`src/rtl/signed_sat_accumulator.sv`:
```
// Frame accumulator: sums i_len signed samples into a saturating ACC_W-bit
// result with a sticky overflow flag, presented on a valid/ready output.
package primitives_pkg;
    typedef logic signed [15:0] slogic16_t;
    typedef logic signed [31:0] slogic32_t;
    typedef logic        [7:0]  ulogic8_t;
endpackage

module signed_sat_accumulator
    import primitives_pkg::*;
#(
    parameter int IN_W  = $bits(slogic16_t),
    parameter int ACC_W = $bits(slogic32_t),
    parameter int CNT_W = $bits(ulogic8_t)
) (
    input  logic                    clk,
    input  logic                    rst,
    signed_sat_accumulator_if.slave bus
);

    if (ACC_W <= IN_W) begin : g_bad_width
        $error("signed_sat_accumulator: ACC_W must exceed IN_W");
    end

    typedef enum logic [1:0] {
        IDLE   = 2'd0,
        ACCUM  = 2'd1,
        OUTPUT = 2'd2
    } state_t;

    localparam logic [CNT_W:0] CNT_ONE  = (CNT_W+1)'(1);
    localparam logic [CNT_W:0] CNT_FULL = {1'b1, {CNT_W{1'b0}}};

    state_t state, state_nxt;

    logic signed [ACC_W-1:0] acc_p1, acc_nxt;
    logic        [CNT_W:0]   cnt_p1, cnt_nxt;
    logic        [CNT_W:0]   len_p1, len_nxt;
    logic                    sat_p1, sat_nxt;

    logic                    accept;
    logic        [CNT_W:0]   len_in;
    logic        [CNT_W:0]   cnt_inc;
    logic signed [ACC_W-1:0] sample_ext;
    logic signed [ACC_W:0]   sum_p0;

    // The sum of an ACC_W value and a narrower sample always fits in ACC_W+1
    // bits, so disagreeing top two bits flag overflow exactly.
    function automatic logic is_ovf(input logic signed [ACC_W:0] s);
        return s[ACC_W] ^ s[ACC_W-1];
    endfunction

    function automatic logic signed [ACC_W-1:0] sat_acc(input logic signed [ACC_W:0] s);
        logic signed [ACC_W-1:0] r;
        if (!is_ovf(s))
            r = s[ACC_W-1:0];
        else if (s[ACC_W])
            r = {1'b1, {(ACC_W-1){1'b0}}};
        else
            r = {1'b0, {(ACC_W-1){1'b1}}};
        return r;
    endfunction

    assign accept     = bus.i_valid && (state != OUTPUT);
    assign len_in     = (bus.i_len == '0) ? CNT_FULL : {1'b0, bus.i_len};
    assign cnt_inc    = cnt_p1 + CNT_ONE;
    assign sample_ext = {{(ACC_W-IN_W){bus.i_data[IN_W-1]}}, bus.i_data};
    assign sum_p0     = {acc_p1[ACC_W-1], acc_p1} + {sample_ext[ACC_W-1], sample_ext};

    always_comb begin
        state_nxt = state;
        acc_nxt   = acc_p1;
        cnt_nxt   = cnt_p1;
        len_nxt   = len_p1;
        sat_nxt   = sat_p1;
        if (bus.i_clear) begin
            state_nxt = IDLE;
            acc_nxt   = '0;
            cnt_nxt   = '0;
            sat_nxt   = 1'b0;
        end else begin
            case (state)
                IDLE: begin
                    if (accept) begin
                        len_nxt   = len_in;
                        acc_nxt   = sample_ext;
                        cnt_nxt   = CNT_ONE;
                        state_nxt = (len_in == CNT_ONE) ? OUTPUT : ACCUM;
                    end
                end
                ACCUM: begin
                    if (accept) begin
                        acc_nxt = sat_acc(sum_p0);
                        sat_nxt = sat_p1 | is_ovf(sum_p0);
                        cnt_nxt = cnt_inc;
                        if (cnt_inc == len_p1)
                            state_nxt = OUTPUT;
                    end
                end
                OUTPUT: begin
                    if (bus.i_ready) begin
                        acc_nxt   = '0;
                        cnt_nxt   = '0;
                        sat_nxt   = 1'b0;
                        state_nxt = IDLE;
                    end
                end
                default: state_nxt = IDLE;
            endcase
        end
    end

    always_ff @(posedge clk or posedge rst) begin
        if (rst)
            state <= IDLE;
        else
            state <= state_nxt;
    end

    // ---- accumulate stage: registered frame sum, count, length, sticky flag ----
    always_ff @(posedge clk or posedge rst) begin
        if (rst) begin
            acc_p1 <= '0;
            cnt_p1 <= '0;
            len_p1 <= '0;
            sat_p1 <= 1'b0;
        end else begin
            acc_p1 <= acc_nxt;
            cnt_p1 <= cnt_nxt;
            len_p1 <= len_nxt;
            sat_p1 <= sat_nxt;
        end
    end

    // Handshake outputs depend on registered state only.
    assign bus.o_valid = (state == OUTPUT);
    assign bus.o_ready = (state != OUTPUT);
    assign bus.o_busy  = (state != IDLE);
    assign bus.o_data  = acc_p1;
    assign bus.o_sat   = sat_p1;

endmodule

```
`src/rtl/signed_sat_accumulator_if.sv`:
```
// Sample-in / frame-result-out bundle for signed_sat_accumulator.
// slave is the accumulator's view; master is the producer/consumer side.
interface signed_sat_accumulator_if #(
    parameter int IN_W  = 16,
    parameter int ACC_W = 32,
    parameter int CNT_W = 8
);
    logic                    i_clear;
    logic [CNT_W-1:0]        i_len;
    logic                    i_valid;
    logic                    o_ready;
    logic signed [IN_W-1:0]  i_data;
    logic                    o_valid;
    logic                    i_ready;
    logic signed [ACC_W-1:0] o_data;
    logic                    o_sat;
    logic                    o_busy;

    modport slave (
        input  i_clear, i_len, i_valid, i_data, i_ready,
        output o_ready, o_valid, o_data, o_sat, o_busy
    );

    modport master (
        output i_clear, i_len, i_valid, i_data, i_ready,
        input  o_ready, o_valid, o_data, o_sat, o_busy
    );
endinterface

```
`src/flat_wrapper.sv`:
```
// flat-port wrapper written by rule: the top's interface ports become plain ports
module signed_sat_accumulator_flat import primitives_pkg::*;
#(
    parameter int IN_W  = $bits(slogic16_t),
    parameter int ACC_W = $bits(slogic32_t),
    parameter int CNT_W = $bits(ulogic8_t)
)
  (clk, rst, bus_i_clear, bus_i_len, bus_i_valid, bus_i_data, bus_i_ready, bus_o_ready, bus_o_valid, bus_o_data, bus_o_sat, bus_o_busy);
  signed_sat_accumulator_if #(.IN_W(IN_W), .ACC_W(ACC_W), .CNT_W(CNT_W)) bus_i ();
  input  logic clk;
  input  logic rst;
  input wire logic [$bits(bus_i.i_clear)-1:0] bus_i_clear;
  input wire logic [$bits(bus_i.i_len)-1:0] bus_i_len;
  input wire logic [$bits(bus_i.i_valid)-1:0] bus_i_valid;
  input wire logic [$bits(bus_i.i_data)-1:0] bus_i_data;
  input wire logic [$bits(bus_i.i_ready)-1:0] bus_i_ready;
  output wire logic [$bits(bus_i.o_ready)-1:0] bus_o_ready;
  output wire logic [$bits(bus_i.o_valid)-1:0] bus_o_valid;
  output wire logic [$bits(bus_i.o_data)-1:0] bus_o_data;
  output wire logic [$bits(bus_i.o_sat)-1:0] bus_o_sat;
  output wire logic [$bits(bus_i.o_busy)-1:0] bus_o_busy;
  assign bus_i.i_clear = bus_i_clear;
  assign bus_i.i_len = bus_i_len;
  assign bus_i.i_valid = bus_i_valid;
  assign bus_i.i_data = bus_i_data;
  assign bus_i.i_ready = bus_i_ready;
  assign bus_o_ready = bus_i.o_ready;
  assign bus_o_valid = bus_i.o_valid;
  assign bus_o_data = bus_i.o_data;
  assign bus_o_sat = bus_i.o_sat;
  assign bus_o_busy = bus_i.o_busy;
  signed_sat_accumulator #(.IN_W(IN_W), .ACC_W(ACC_W), .CNT_W(CNT_W)) u_core (.clk(clk), .rst(rst), .bus(bus_i));
endmodule
```
`config.mk`:
```
export PLATFORM = sky130hd
export DESIGN_NAME = signed_sat_accumulator_flat
export DESIGN_NICKNAME = d
export VERILOG_FILES = /design/src/rtl/signed_sat_accumulator.sv /design/src/rtl/signed_sat_accumulator_if.sv /design/src/flat_wrapper.sv
export SDC_FILE = /design/constraint.sdc
export NUM_CORES = 1
export LEC_CHECK = 0
export ABC_AREA = 0
export CAP_MARGIN = 20
export CORE_UTILIZATION = 25
export CTS_CLUSTER_DIAMETER = 150
export DETAILED_ROUTE_END_ITERATION = 8
export DONT_BUFFER_PORTS = 1
export GPL_TIMING_DRIVEN = 0
export PLACE_DENSITY = 0.47
export RECOVER_POWER = 50
export SETUP_SLACK_MARGIN = 0.4
export SLEW_MARGIN = 40
export SYNTH_ARGS = -nofsm -noshare
export SYNTH_HDL_FRONTEND = slang
export SYNTH_SLANG_ARGS = --single-unit
```
`constraint.sdc`:
```
create_clock -name clk -period 4.27 [get_ports clk]
set_clock_uncertainty 0.15 [all_clocks]
set_input_delay 0.6405 -clock clk [delete_from_list [all_inputs] [get_ports clk]]
set_output_delay 0.6405 -clock clk [all_outputs]
set_load 0.1 [all_outputs]
```
==> results of run 1 <==
==> flip-flops by register name (all words and copies together), names as in the netlist <==
signal / count
u_core.len_p1: 9
u_core.cnt_p1: 9
u_core.state: 2
u_core.bus.o_sat: 1
u_core.bus.o_data: 32
==> cells in the final DEF (no fill, tap or decap), types with 9 or more instances in the layout <==
| cell type | n |
|---|---|
| a21oi_1 | 59 |
| nor2_1 | 59 |
| nand2_1 | 34 |
| o21ai_1 | 33 |
| ha_1 | 33 |
| dfrtp_1 | 32 |
| o21ai_0 | 30 |
| xnor2_1 | 28 |
| inv_1 | 17 |
| a22oi_1 | 16 |
| dfrtp_2 | 16 |
| nand3_1 | 15 |
| clkbuf_1 | 13 |
| xor2_1 | 13 |
| buf_4 | 11 |
| a21o_1 | 9 |
| mux2_2 | 9 |
==> kinds of logic (layout without fill, tap and decap cells) <==
group	Yosys count	after routing	share of synthesized area
compound gates	201	201	0.285
xor+xnor	42	42	0.0844
mux	11	11	0.0279
flops	53	53	0.304
simple gates	145	145	0.149
fa+ha+maj	37	37	0.108
buf+inv	43	59	0.0413
==> cell usage after synthesis, types with 2 or more instances <==
cell type	number	area, um2
a31oi_1	7	43.8
a21o_1	9	67.6
o21ai_0	30	150
mux2_2	9	101
o21a_1	3	22.5
nor3_1	7	35.0
nor2b_1	4	25.0
nor2_1	60	225
nand3_1	15	75.1
and2_1	3	18.8
o211ai_1	5	37.5
nand2b_1	2	12.5
ha_1	36	450
nor4_1	4	25.0
nand2_1	35	131
a211o_1	4	35.0
and3_1	5	31.3
o21bai_1	6	45.0
a21oi_1	59	295
dfrtp_1	53	1330
a41oi_1	2	17.5
o21ai_1	33	165
a211oi_1	5	37.5
nand4_1	7	43.8
a22o_1	2	17.5
clkbuf_1	14	52.6
mux2i_1	2	20.0
xor2_1	13	114
a22oi_1	16	120
inv_1	19	71.3
o22ai_1	3	18.8
o31ai_1	5	37.5
xnor2_1	29	254
buf_2	9	45.0
and4_1	2	17.5
==> final cells by class <==
cell class,count,area [um2],share of cell area
clock inverter,3,28.8,0.00578
multi-input combinational,436,2920,0.587
clock buffer,5,125,0.0251
sequential,53,1370,0.274
buffer,24,128,0.0256
tap,220,275,0.0553
timing repair buffer,8,56.3,0.0113
inverter,19,76.3,0.0153
==> path summary, 6_finish.rpt <==
check / end / start / cells after the start / slack (ns)
worst max-delay path: u_core.bus.o_data[15] / u_core.bus.o_data[24] / 12 / 0.48
max in group asynchronous: u_core.bus.o_data[9] / rst / 2 / 1.22
worst min register to register: u_core.cnt_p1[8] / u_core.cnt_p1[8] / 1 / 0.35
min in group clk: u_core.len_p1[8] / bus_i_len[0] / 1 / 0.27
worst max register to register: u_core.bus.o_data[15] / u_core.bus.o_data[24] / 12 / 0.48
worst min-delay path: u_core.bus.o_data[0] / rst / 1 / 0.23
==> stage by stage <==
stage	TNS (ns)	utilization	total power [mW]	setup WS [ns]	area (um2)
finish	0	0.296	4.37	0.480	4980
global route	0	0.296	4.68	0.240	4980
CTS	0	0.292	4.34	0.413	4910
detailed placement	0	0.280	3.83	0.184	4710
global placement	-3.89	0.275	3.79	-0.244	4630
floorplan	0	-	3.32	0.413	4360
==> power by group <==
part	switching [mW]	internal [mW]
Clock	0.219	0.226
Sequential	1.07	0.674
Combinational	1.34	0.840
Total	2.63	1.74
==> layer usage <==
metal	vias to the layer above	part of all wire	track usage
li1	1970	-	-
met1	1975	0.43	0.181
met2	76	0.50	0.256
met3	10	0.062	0.0299
met4	0	0.012	0.0424
met5	-	0	0
==> what timing repair did <==
item | 4_1_cts | 5_1_grt
buffers inserted | 1 | 6
setup endpoints to repair | 31 | 30
gates resized for setup | 9 | 18
pin swaps | 3 | 3
==> impl_metrics.json, run 1 <==
{
  "diodes": 0,
  "hold_viol": 0,
  "rsz0062_at_grt": "true",
  "slew_violations": 35,
  "crit_chain": "ha_1, clkbuf_1, a21oi_1, o21ai_0, inv_1, o2111a_1, o41ai_4, nor3_1, a31oi_2, o2111ai_4, buf_6, o21ai_1",
  "area_growth_pct": 14.2,
  "coreArea_um2": 16800,
  "async_reset_ff_frac": 1.00,
  "cp_slowest_cell": "dfrtp_1",
  "clkLatencyLatePin_ns": 0.30,
  "die_x_um": 134,
  "io_pins": 65,
  "path_delay_family": "compound AO/OA/AOI/OAI gates",
  "finalNetCount": 613,
  "die_area_um2": 18000,
  "io_buffers": 0,
  "syn-cell-area_um2": 4360,
  "routed_wl_mm": 12.9,
  "synthCells": 532,
  "max_slew_margin": -0.299,
  "setup_violations": 0,
  "cp_max_fo": 10,
  "critical_path_class": "flip-flop to flip-flop",
  "cts_hold_buf": 0,
  "place.gp.congestion": 0.878,
  "ir_drop_mv": 0.435,
  "h-tree-depth": 2,
  "final_cells": 768,
  "cts_buffers": 5,
  "cts_tree": "yes",
  "gr-total-overflow": 0,
  "total_leakage_power_nw": 2.14,
  "firstDrtPassIters": 4,
  "rows": 47,
  "grt_pass1_wl_mm": 21.1,
  "ys_ff_latch": 53,
  "path_buf_inv": 3,
  "antenna_found_initial": 0,
  "clock_sinks": 53,
  "place_inst": 753,
  "vias": 4031,
  "post-route-min-period_ns": 3.79,
  "hpwlAfterDp_mm": 9.89,
  "wl_per_cell_um": 16.7,
  "max_freq_mhz": 264,
  "yosysWarnings": 0,
  "die_y_um": 134,
  "start_util": 0.259,
  "drive_gt1_frac": 0.133,
  "hold_ws_ns": 0.232,
  "crit_path_max_incr_delay_ns": 0.76,
  "cp.arrival_ns": 3.87,
  "hold_path_class": "input port to asynchronous set/reset pin",
  "root_buffer": "clkbuf_16",
  "ys_types": 50,
  "worst_pin_slew_ns": 1.95,
  "fillCellCount": 1818,
  "max_cap_violations": 1,
  "fin_crit_sh": 0.888,
  "grt_pass1_vias": 4013,
  "synth_edf_count": 0,
  "violations": "max-capacitance violations, max-slew violations",
  "startpoint_type": "flip-flop",
  "ys_seq_area_frac": 0.304,
  "vias_per_cell": 5.25,
  "grt_max_degree": 35,
  "required_ns": 4.35,
  "syn_nets": 598,
  "ant_nets": 0,
  "clockBufferDepth": 2,
  "avgSynthCellArea_um2": 8.19,
  "end_kind": "flip-flop",
  "status": "finished with violations",
  "ys.flop_type": "dfrtp_1",
  "path_clk_slew_ns": 0.08,
  "remaining_drc_errors": 0,
  "p_per_area_nw_per_um2": 878,
  "track_usage": 0.146,
  "drt-initial-drc-count": 295
}
Note: power is estimated with default switching activity, not from simulation.
==> run 2: changes to the inputs <==
--- a/config.mk
+++ b/config.mk
@@ -7,11 +7,14 @@
 export LEC_CHECK = 0
 export ABC_AREA = 0
 export CAP_MARGIN = 20
+export CORE_MARGIN = 2
 export CORE_UTILIZATION = 25
+export CTS_BUF_LIST = sky130_fd_sc_hd__clkbuf_16
 export CTS_CLUSTER_DIAMETER = 150
 export DETAILED_ROUTE_END_ITERATION = 8
 export DONT_BUFFER_PORTS = 1
 export GPL_TIMING_DRIVEN = 0
+export HOLD_SLACK_MARGIN = 0.08
 export PLACE_DENSITY = 0.47
 export RECOVER_POWER = 50
 export SETUP_SLACK_MARGIN = 0.4
==> run 2 against run 1 <==
The flow now finishes without violations. Wire length fell by 2.5%. Sequential share of layout area fell by 0.18 points. Core utilization fell by 0.53 points. Fmax fell by 1.2%. Worst setup slack got worse by 0.045 ns. Total power rose by 0.39%. Register-to-register slack got worse by 0.05 ns. Non-clock buffer count fell by 3. Clock power rose by 12%. Cell count rose by 0.26%. Flip-flop and latch count did not move. Count of clock-buffer cells in the layout did not move.
==> impl_metrics.json, run 2 (synthesis results as in run 1) <==
{
  "status": "finished clean",
  "max_slew_margin": 0.323,
  "vias": 3910,
  "drive_gt1_frac": 0.130,
  "mostFrequentLayoutCells": "nor2_1 (60), a21oi_1 (58), nand2_1 (34)",
  "cp_slowest_cell": "dfrtp_1",
  "remaining_drc_errors": 0,
  "slew_violations": 0,
  "track_usage": 0.140,
  "p_switching_mw": 2.60,
  "final_cells": 770,
  "fin_crit_sh": 0.898,
  "end_kind": "flip-flop",
  "crit_path_max_incr_delay_ns": 0.75,
  "path_clk_slew_ns": 0.08,
  "coreArea_um2": 17200,
  "total_leakage_power_nw": 2.13,
  "hpwlAfterDp_mm": 9.77,
  "hold_path_class": "input port to flip-flop",
  "routed_wl_mm": 12.5,
  "area_growth_pct": 14.6,
  "power_mw": 4.39,
  "power_frac_seq": 0.395,
  "cts_tree": "yes",
  "cp.arrival_ns": 3.92,
  "critical_path_class": "flip-flop to flip-flop",
  "max_cap_violations": 0,
  "power_frac_clock": 0.113,
  "postLayoutCellArea_um2": 4990,
  "layout.cells.most_common": "nor2_1",
  "clockBufferDepth": 2,
  "drt-initial-drc-count": 250,
  "start_util": 0.254,
  "root_buffer": "clkbuf_16",
  "ant_nets": 0,
  "cts_buffers": 5,
  "worst_pin_slew_ns": 1.01,
  "netSwitchingFraction": 0.593,
  "dpl_cell_area_um2": 4710,
  "vias_per_cell": 5.08,
  "rsz0062_at_grt": "false",
  "wl_per_cell_um": 16.3,
  "setup_violations": 0,
  "place_inst": 758,
  "clock_sinks": 53,
  "required_ns": 4.36,
  "clkLatencyLatePin_ns": 0.31,
  "die_x_um": 136,
  "p_per_area_nw_per_um2": 879,
  "die_area_um2": 18500,
  "fillCellCount": 1884,
  "r2r_cells": 12,
  "grt_max_degree": 36,
  "grt_pass1_vias": 3928,
  "max_freq_mhz": 261,
  "io_pins": 65,
  "p_int_mw": 1.79,
  "post-route-min-period_ns": 3.84,
  "diodes": 0,
  "h-tree-depth": 2,
  "largest_reg_flops": 32,
  "rows": 48,
  "io_buffers": 0,
  "hold_viol": 0,
  "gr-total-overflow": 0,
  "finalNetCount": 610,
  "grt_pass1_wl_mm": 20.3,
  "antenna_found_initial": 0,
  "ir_drop_mv": 0.284,
  "cp_max_fo": 10,
  "firstDrtPassIters": 4,
  "startpoint_type": "flip-flop",
  "crit_chain": "ha_1, clkbuf_1, a21oi_1, o21ai_0, inv_1, o2111a_1, o41ai_4, nor3_1, a31oi_2, o2111ai_4, buf_4, o21ai_1",
  "place.gp.congestion": 0.875,
  "min_path_cells": 1,
  "p_comb_frac": 0.491,
  "die_y_um": 136
}
run 2: cell count changes in the layout (fill, tap and decap cells not counted), moves of 2 or more:
cell and delta:
ha_2 +2, dfrtp_4 -2, ha_1 -2, buf_4 -3, dfrtp_2 +2
run 2: stage by stage:
stage	util	setup slack (ns)	hold WS, ns	setup TNS (ns)
global placement	0.270	-0.280	0.338	-4.28
detailed placement	0.274	0.151	0.336	0
CTS	0.287	0.397	0.256	0
floorplan	-	0.413	0.316	0
finish	0.291	0.435	0.267	0
global route	0.291	0.175	0.267	0
run 2: per-layer routing:
metal | vias up | global-route usage | routed length (um)
li1 | 1969 | - | -
met1 | 1855 | 0.168 | 5410
met2 | 76 | 0.241 | 6090
met3 | 10 | 0.0425 | 855
met4 | 0 | 0.0394 | 187
met5 | - | 0 | 0
run 2: final timing paths:
| path | start | to | slack (ns) |
|---|---|---|---|
| hold reg to reg | u_core.cnt_p1[8] | u_core.cnt_p1[8] | 0.35 |
| hold / removal | bus_i_len[0] | u_core.len_p1[8] | 0.27 |
| setup reg to reg | u_core.bus.o_data[24] | u_core.bus.o_data[15] | 0.43 |
| setup / recovery | u_core.bus.o_data[24] | u_core.bus.o_data[15] | 0.43 |
| min in group asynchronous | rst | u_core.bus.o_data[0] | 0.81 |
| max in group asynchronous | rst | u_core.bus.o_data[26] | 2.49 |
run 2: final cells by class:
class	instances	area [um2]	share of cell area
timing repair buffer	5	52.6	0.0105
clock inverter	3	50.0	0.0100
buffer	24	124	0.0248
multi-input combinational	436	2920	0.585
sequential	53	1360	0.272
tap	225	282	0.0564
clock buffer	5	125	0.0251
inverter	19	76.3	0.0153
run 2: repair_timing:
| action | in CTS | in global routing |
|---|---|---|
| hold buffers | 1 | 0 |
| endpoints found under the hold margin | 18 | 0 |
| gates cloned | 0 | 0 |
| setup buffers | 1 | 2 |
| resized for setup | 7 | 19 |
| setup endpoints to repair | 31 | 30 |
| pin swaps | 1 | 2 |
run 2: power by group through the flow:
stage          Sequential (mW)  Combinational [mW]  Clock (mW)
6_report                  1.74                2.16       0.497
5_1_grt                   1.77                2.43       0.532
4_1_cts                   1.75                2.11       0.514
3_5_place_dp              1.76                2.06           0
3_3_place_gp              1.73                2.05           0
2_1_floorplan             1.66                1.66           0
run 2: critical path, delay by kind of cell, from the launching register on:
family	cells	cell delay, ns
compound gates	7	1.66
flops	1	0.75
buf+inv	3	0.59
fa+ha+maj	1	0.48
simple gates	1	0.12
